===== config.mk =====
export PLATFORM = sky130hd
export DESIGN_NAME = rca4_seq_adder_ctrl
export DESIGN_NICKNAME = d
export VERILOG_FILES = /design/src/rtl/rca4_seq_adder_ctrl.sv
export SDC_FILE = /design/constraint.sdc
export NUM_CORES = 1
export LEC_CHECK = 0
export ABC_AREA = 1
export CAP_MARGIN = 20
export CELL_PAD_IN_SITES_DETAIL_PLACEMENT = 1
export CELL_PAD_IN_SITES_GLOBAL_PLACEMENT = 1
export CORE_MARGIN = 2
export CORE_UTILIZATION = 42
export CTS_BUF_LIST = sky130_fd_sc_hd__clkbuf_4 sky130_fd_sc_hd__clkbuf_8
export CTS_CLUSTER_SIZE = 14
export DETAILED_ROUTE_END_ITERATION = 12
export PLACE_DENSITY = 0.95
export SETUP_SLACK_MARGIN = 0.3
export SYNTH_ARGS = -nofsm -noshare
export SYNTH_HDL_FRONTEND = slang
export SYNTH_SLANG_ARGS = --single-unit

===== constraint.sdc =====
create_clock -name clk -period 4.5 [get_ports clk]
set_input_delay 0.9 -clock clk [delete_from_list [all_inputs] [get_ports clk]]
set_output_delay 0.9 -clock clk [all_outputs]
set_load 0.02 [all_outputs]

===== src/rtl/rca4_seq_adder_ctrl.sv =====
// rca4_seq_adder_ctrl: WIDTH-bit add over one 4-bit ripple slice, one nibble per cycle; define RCA_SEQ_SUB_EN to add op_sub (a-b)
module rca4 (
  input  logic [3:0] a_i,
  input  logic [3:0] b_i,
  input  logic       c_i,
  output logic [3:0] s_o,
  output logic       c_o
);
  logic [4:0] c;
  assign c[0] = c_i;
  for (genvar i = 0; i < 4; i++) begin : g_fa
    assign s_o[i]   = a_i[i] ^ b_i[i] ^ c[i];
    assign c[i + 1] = (a_i[i] & b_i[i]) | (c[i] & (a_i[i] ^ b_i[i]));
  end
  assign c_o = c[4];
endmodule

module rca4_seq_adder_ctrl #(
  parameter int WIDTH = 16
) (
  input  logic             clk,
  input  logic             rst,
  input  logic             start,
  input  logic [WIDTH-1:0] a,
  input  logic [WIDTH-1:0] b,
  input  logic             cin,
`ifdef RCA_SEQ_SUB_EN
  input  logic             op_sub,
`endif
  output logic             busy,
  output logic             done,
  output logic [WIDTH-1:0] sum,
  output logic             cout
);
  localparam int NIB = WIDTH / 4;
  localparam int IW  = NIB > 1 ? $clog2(NIB) : 1;
  if (WIDTH % 4 != 0 || WIDTH < 4) begin : g_bad_width
    $error("rca4_seq_adder_ctrl: WIDTH must be a multiple of 4 and at least 4");
  end
  typedef enum logic [1:0] {IDLE, RUN, DONE} state_t;
  state_t           state_q, state_d;
  logic [WIDTH-1:0] a_q, a_d, b_q, b_d, part_q, part_d, sum_q, sum_d;
  logic [IW-1:0]    idx_q, idx_d;
  logic             carry_q, carry_d, cout_q, cout_d, sub_q, sub_d, sub_in;
  logic [3:0]       a_n, b_n, s_n;
  logic             c_n, last;
`ifdef RCA_SEQ_SUB_EN
  assign sub_in = op_sub;
`else
  assign sub_in = 1'b0;
`endif
  assign a_n  = a_q[4*idx_q +: 4];
  assign b_n  = sub_q ? ~b_q[4*idx_q +: 4] : b_q[4*idx_q +: 4];
  assign last = idx_q == IW'(NIB - 1);
  rca4 u_slice (.a_i(a_n), .b_i(b_n), .c_i(carry_q), .s_o(s_n), .c_o(c_n));
  always_comb begin
    state_d = state_q;
    a_d     = a_q;
    b_d     = b_q;
    part_d  = part_q;
    sum_d   = sum_q;
    idx_d   = idx_q;
    carry_d = carry_q;
    cout_d  = cout_q;
    sub_d   = sub_q;
    if (state_q == RUN) begin
      part_d[4*idx_q +: 4] = s_n;
      carry_d = c_n;
      idx_d   = idx_q + IW'(1);
      if (last) begin
        sum_d   = part_d;
        cout_d  = c_n;
        state_d = DONE;
      end
    end else if (start) begin
      a_d     = a;
      b_d     = b;
      sub_d   = sub_in;
      carry_d = sub_in | cin;
      idx_d   = '0;
      state_d = RUN;
    end else begin
      state_d = IDLE;
    end
  end
  always_ff @(posedge clk) begin
    if (rst) begin
      state_q <= IDLE;
      a_q     <= '0;
      b_q     <= '0;
      part_q  <= '0;
      sum_q   <= '0;
      idx_q   <= '0;
      carry_q <= 1'b0;
      cout_q  <= 1'b0;
      sub_q   <= 1'b0;
    end else begin
      state_q <= state_d;
      a_q     <= a_d;
      b_q     <= b_d;
      part_q  <= part_d;
      sum_q   <= sum_d;
      idx_q   <= idx_d;
      carry_q <= carry_d;
      cout_q  <= cout_d;
      sub_q   <= sub_d;
    end
  end
  assign busy = state_q == RUN;
  assign done = state_q == DONE;
  assign sum  = sum_q;
  assign cout = cout_q;
endmodule

==> flow_metrics.env <==
export IMPL_core_rowCount=32
export IMPL_vias_per_cell=4.95
export IMPL_clockPowerShare=0.363
export IMPL_async_flop_share=0
export IMPL_drv_cap=0
export IMPL_final_cells=622
export IMPL_yosysUniqueCellTypes=26
export IMPL_yosys_area_top_type="dfxtp_1"
export IMPL_antenna_found_initial=0
export IMPL_max_freq_ghz=0.294
export IMPL_hold_path_class="reg2reg"
export IMPL_dieHeight_um=92.2
export IMPL_gp_congestion=0.768
export IMPL_area_delta_synth_final_pct=22.4
export IMPL_cp_required_ns=4.80
export IMPL_power_per_cell_area_mw_per_mm2=361
export IMPL_clkTransAtPathRegs_ns=0.08
export IMPL_clk_latency_ns=0.36
export IMPL_cts_hold_buf=0
export IMPL_nFillCells=1000
export IMPL_holdWs_ns=0.447
export IMPL_dp_cells=606
export IMPL_wire_per_inst_um=14.2
export IMPL_syn_nets=515
export IMPL_ys_seq_area_frac=0.429
export IMPL_synth_cells=469
export IMPL_grt_pass1_vias=3314
export IMPL_pwr_share_seq=0.469
export IMPL_synth_top_area_frac=0.429
export IMPL_core_mm2=0.00765
export IMPL_cts_htree_levels=3
export IMPL_clock_path_buffers=2
export IMPL_setup_ws_ns=1.10
export IMPL_tritoncts="done"
export IMPL_grt_usage=0.221
export IMPL_drc=0
export IMPL_vias=3081
export IMPL_p_sw_frac=0.289
export IMPL_synthesis_area_mm2=0.00327
export IMPL_endpoint="sum[15]"
export IMPL_drv_slew=0
export IMPL_drt_initial_drc_count=111
export IMPL_cts_resized=0
export IMPL_end_kind="register"
export IMPL_cts_root_buffer_cell="clkbuf_8"
export IMPL_r2r_start="idx_q[0]"
export IMPL_ys_top_cells_by_area="dfxtp_1 43%, nor2_1 13%, nand2_1 13%"
export IMPL_dp_slack_ns=1.19
export IMPL_wl_met3_um=303
export IMPL_syn_area_per_cell_um2=6.97
export IMPL_clock_sinks=70
export IMPL_dr_pass1_iters=4
export IMPL_dieArea_mm2=0.00850
export IMPL_fin_area_mm2=0.00400
export IMPL_cts_inserted_buffers=9
export IMPL_synth_edf_count=0
export IMPL_cp_startpoint="idx_q[0]"
export IMPL_fin_crit_sh=0.755
export IMPL_grt_overflow=0
export IMPL_placed_area_mm2=0.00380
export IMPL_setup_viol=0
export IMPL_status="finished, final reports clean"
export IMPL_tightest_slew_ns=0.465
export IMPL_slew_headroom=0.690
export IMPL_synth_seq_cells=70
export IMPL_tns_ns=0
export IMPL_synth_warning_count=0
export IMPL_cp_arrival_ns=3.70
export IMPL_rsz0062_at_grt="no"
export IMPL_wl_met2_um=4570
export IMPL_startpoint_type="register"
export IMPL_post_cts_buffers=0
export IMPL_wl_um=8840
export IMPL_multiInputGateArea_mm2=0.00156
export IMPL_io_pins=55
export IMPL_postRouteAntennaNets=0
export IMPL_drive_above_1_share=0.0558
export IMPL_regArea_mm2=0.00140
export IMPL_fin_nets=561
export IMPL_ys_flop_type="dfxtp_1"
export IMPL_synth_common_cells="116 x nor2_1, 113 x nand2_1, 70 x dfxtp_1"
export IMPL_routedLengthMet1_um=3750
export IMPL_finalHoldViolCount=0
export IMPL_r2r_cells=18
export IMPL_maxUsedRoutingLayer="met4"
export IMPL_place_hpwl_um=6190
export IMPL_num_antenna_cells=0
export IMPL_fp_dieW_um=92.2
export IMPL_crit_type="reg2reg"
export IMPL_leakage_nw=1.90
export IMPL_rrSetupSlack_ns=1.10
export IMPL_start_util=0.427
export IMPL_ir_worst_vdd_mv=0.148
export IMPL_rr_endpoint="sum[15]"
export IMPL_intPower_mw=1.03
export IMPL_switching_power_mw=0.417
export IMPL_min_period_ns=3.40
export IMPL_comb_power_share=0.167
export IMPL_finClkSkew_ns=0.0114
export IMPL_synth_most_common_cell="nor2_1"
export IMPL_grt_pass1_wl_um=14800
export IMPL_grt_max_degree=39
export IMPL_cp_max_fo=35
export IMPL_port_buffers=54
-- registers in the layout, summed over array words and instances (netlist names) --
| name | flops |
|---|---|
| a_q | 16 |
| b_q | 16 |
| carry_q | 1 |
| cout | 1 |
| idx_q | 2 |
| part_q | 16 |
| state_q | 2 |
| sum | 16 |
-- logic make-up (layout without fill, tap and decap cells) --
group | after synthesis | after routing | share of synthesized area
AOI/OAI and AO/OA | 62 | 62 | 0.0965
adders and majority gates | 10 | 10 | 0.0475
buffers and inverters | 61 | 112 | 0.0942
DFF | 70 | 70 | 0.429
and+or+nand+nor | 266 | 266 | 0.333
-- final cells by class --
| type | count | area share |
|---|---|---|
| multi-input cells | 338 | 0.390 |
| flip-flops and latches | 70 | 0.350 |
| repair buffers | 56 | 0.139 |
| inverters | 40 | 0.0385 |
| clock buffers | 11 | 0.0363 |
| well taps | 102 | 0.0319 |
| clock inverters | 5 | 0.0147 |
-- power by group through the flow --
stage	sequential (mW)	combinational (mW)	clock [mW]
after floorplan	0.684	0.168	0
after global placement	0.689	0.220	0
after detailed placement	0.691	0.236	0
after CTS	0.678	0.242	0.532
after global routing	0.681	0.273	0.551
final	0.678	0.242	0.525
-- cell usage in the layout, fill, tap and decap left out, types with 2 or more instances in the layout --
cell type	instances
nor2_1	116
a21oi_1	9
clkinvlp_4	2
ha_1	6
buf_4	2
o21ai_1	4
inv_2	3
o22ai_1	4
clkdlybuf4s50_1	54
clkinv_2	2
nand3b_1	3
inv_1	34
fa_1	4
clkbuf_8	10
dfxtp_1	70
nand2_2	2
o21ai_0	45
nand2_1	113
nand3_1	28
nand2_4	3
-- per-layer routing --
layer | vias up | GRT usage
met5 | - | 0
met4 | 0 | 0.104
met3 | 20 | 0.0386
met2 | 67 | 0.422
met1 | 1446 | 0.232
li1 | 1548 | -
-- per-stage QoR --
stage / util / power (mW)
floorplan: - / 0.853
finish: 0.523 / 1.44
global route: 0.523 / 1.51
global placement: 0.497 / 0.908
detailed placement: 0.497 / 0.927
CTS: 0.523 / 1.45
-- worst min path at each step --
stage | start | end | slack, ns | cells past startpoint
final | sum[10] | sum[10] | 0.45 | 2
after global routing | sum[8] | sum[8] | 0.47 | 2
after CTS | sum[10] | sum[10] | 0.45 | 2
after detailed placement | sum[8] | sum[8] | 0.43 | 2
after global placement | sum[5] | sum[5] | 0.43 | 2
after floorplan | a_q[0] | a_q[0] | 0.42 | 2
-- critical path: stages, from the launching register on --
cell	delay, ns
dfxtp_1	0.32
buf_4	0.30
inv_1	0.30
nor2_1	0.18
nor2_1	0.06
a21oi_1	0.15
fa_1	0.19
inv_1	0.05
fa_1	0.36
inv_1	0.08
fa_1	0.18
inv_1	0.05
fa_1	0.51
inv_1	0.05
nor2_1	0.18
nand3_1	0.14
nand2_1	0.10
nand2_1	0.05
nand2_1	0.07
(Power assumes the default switching activity.)
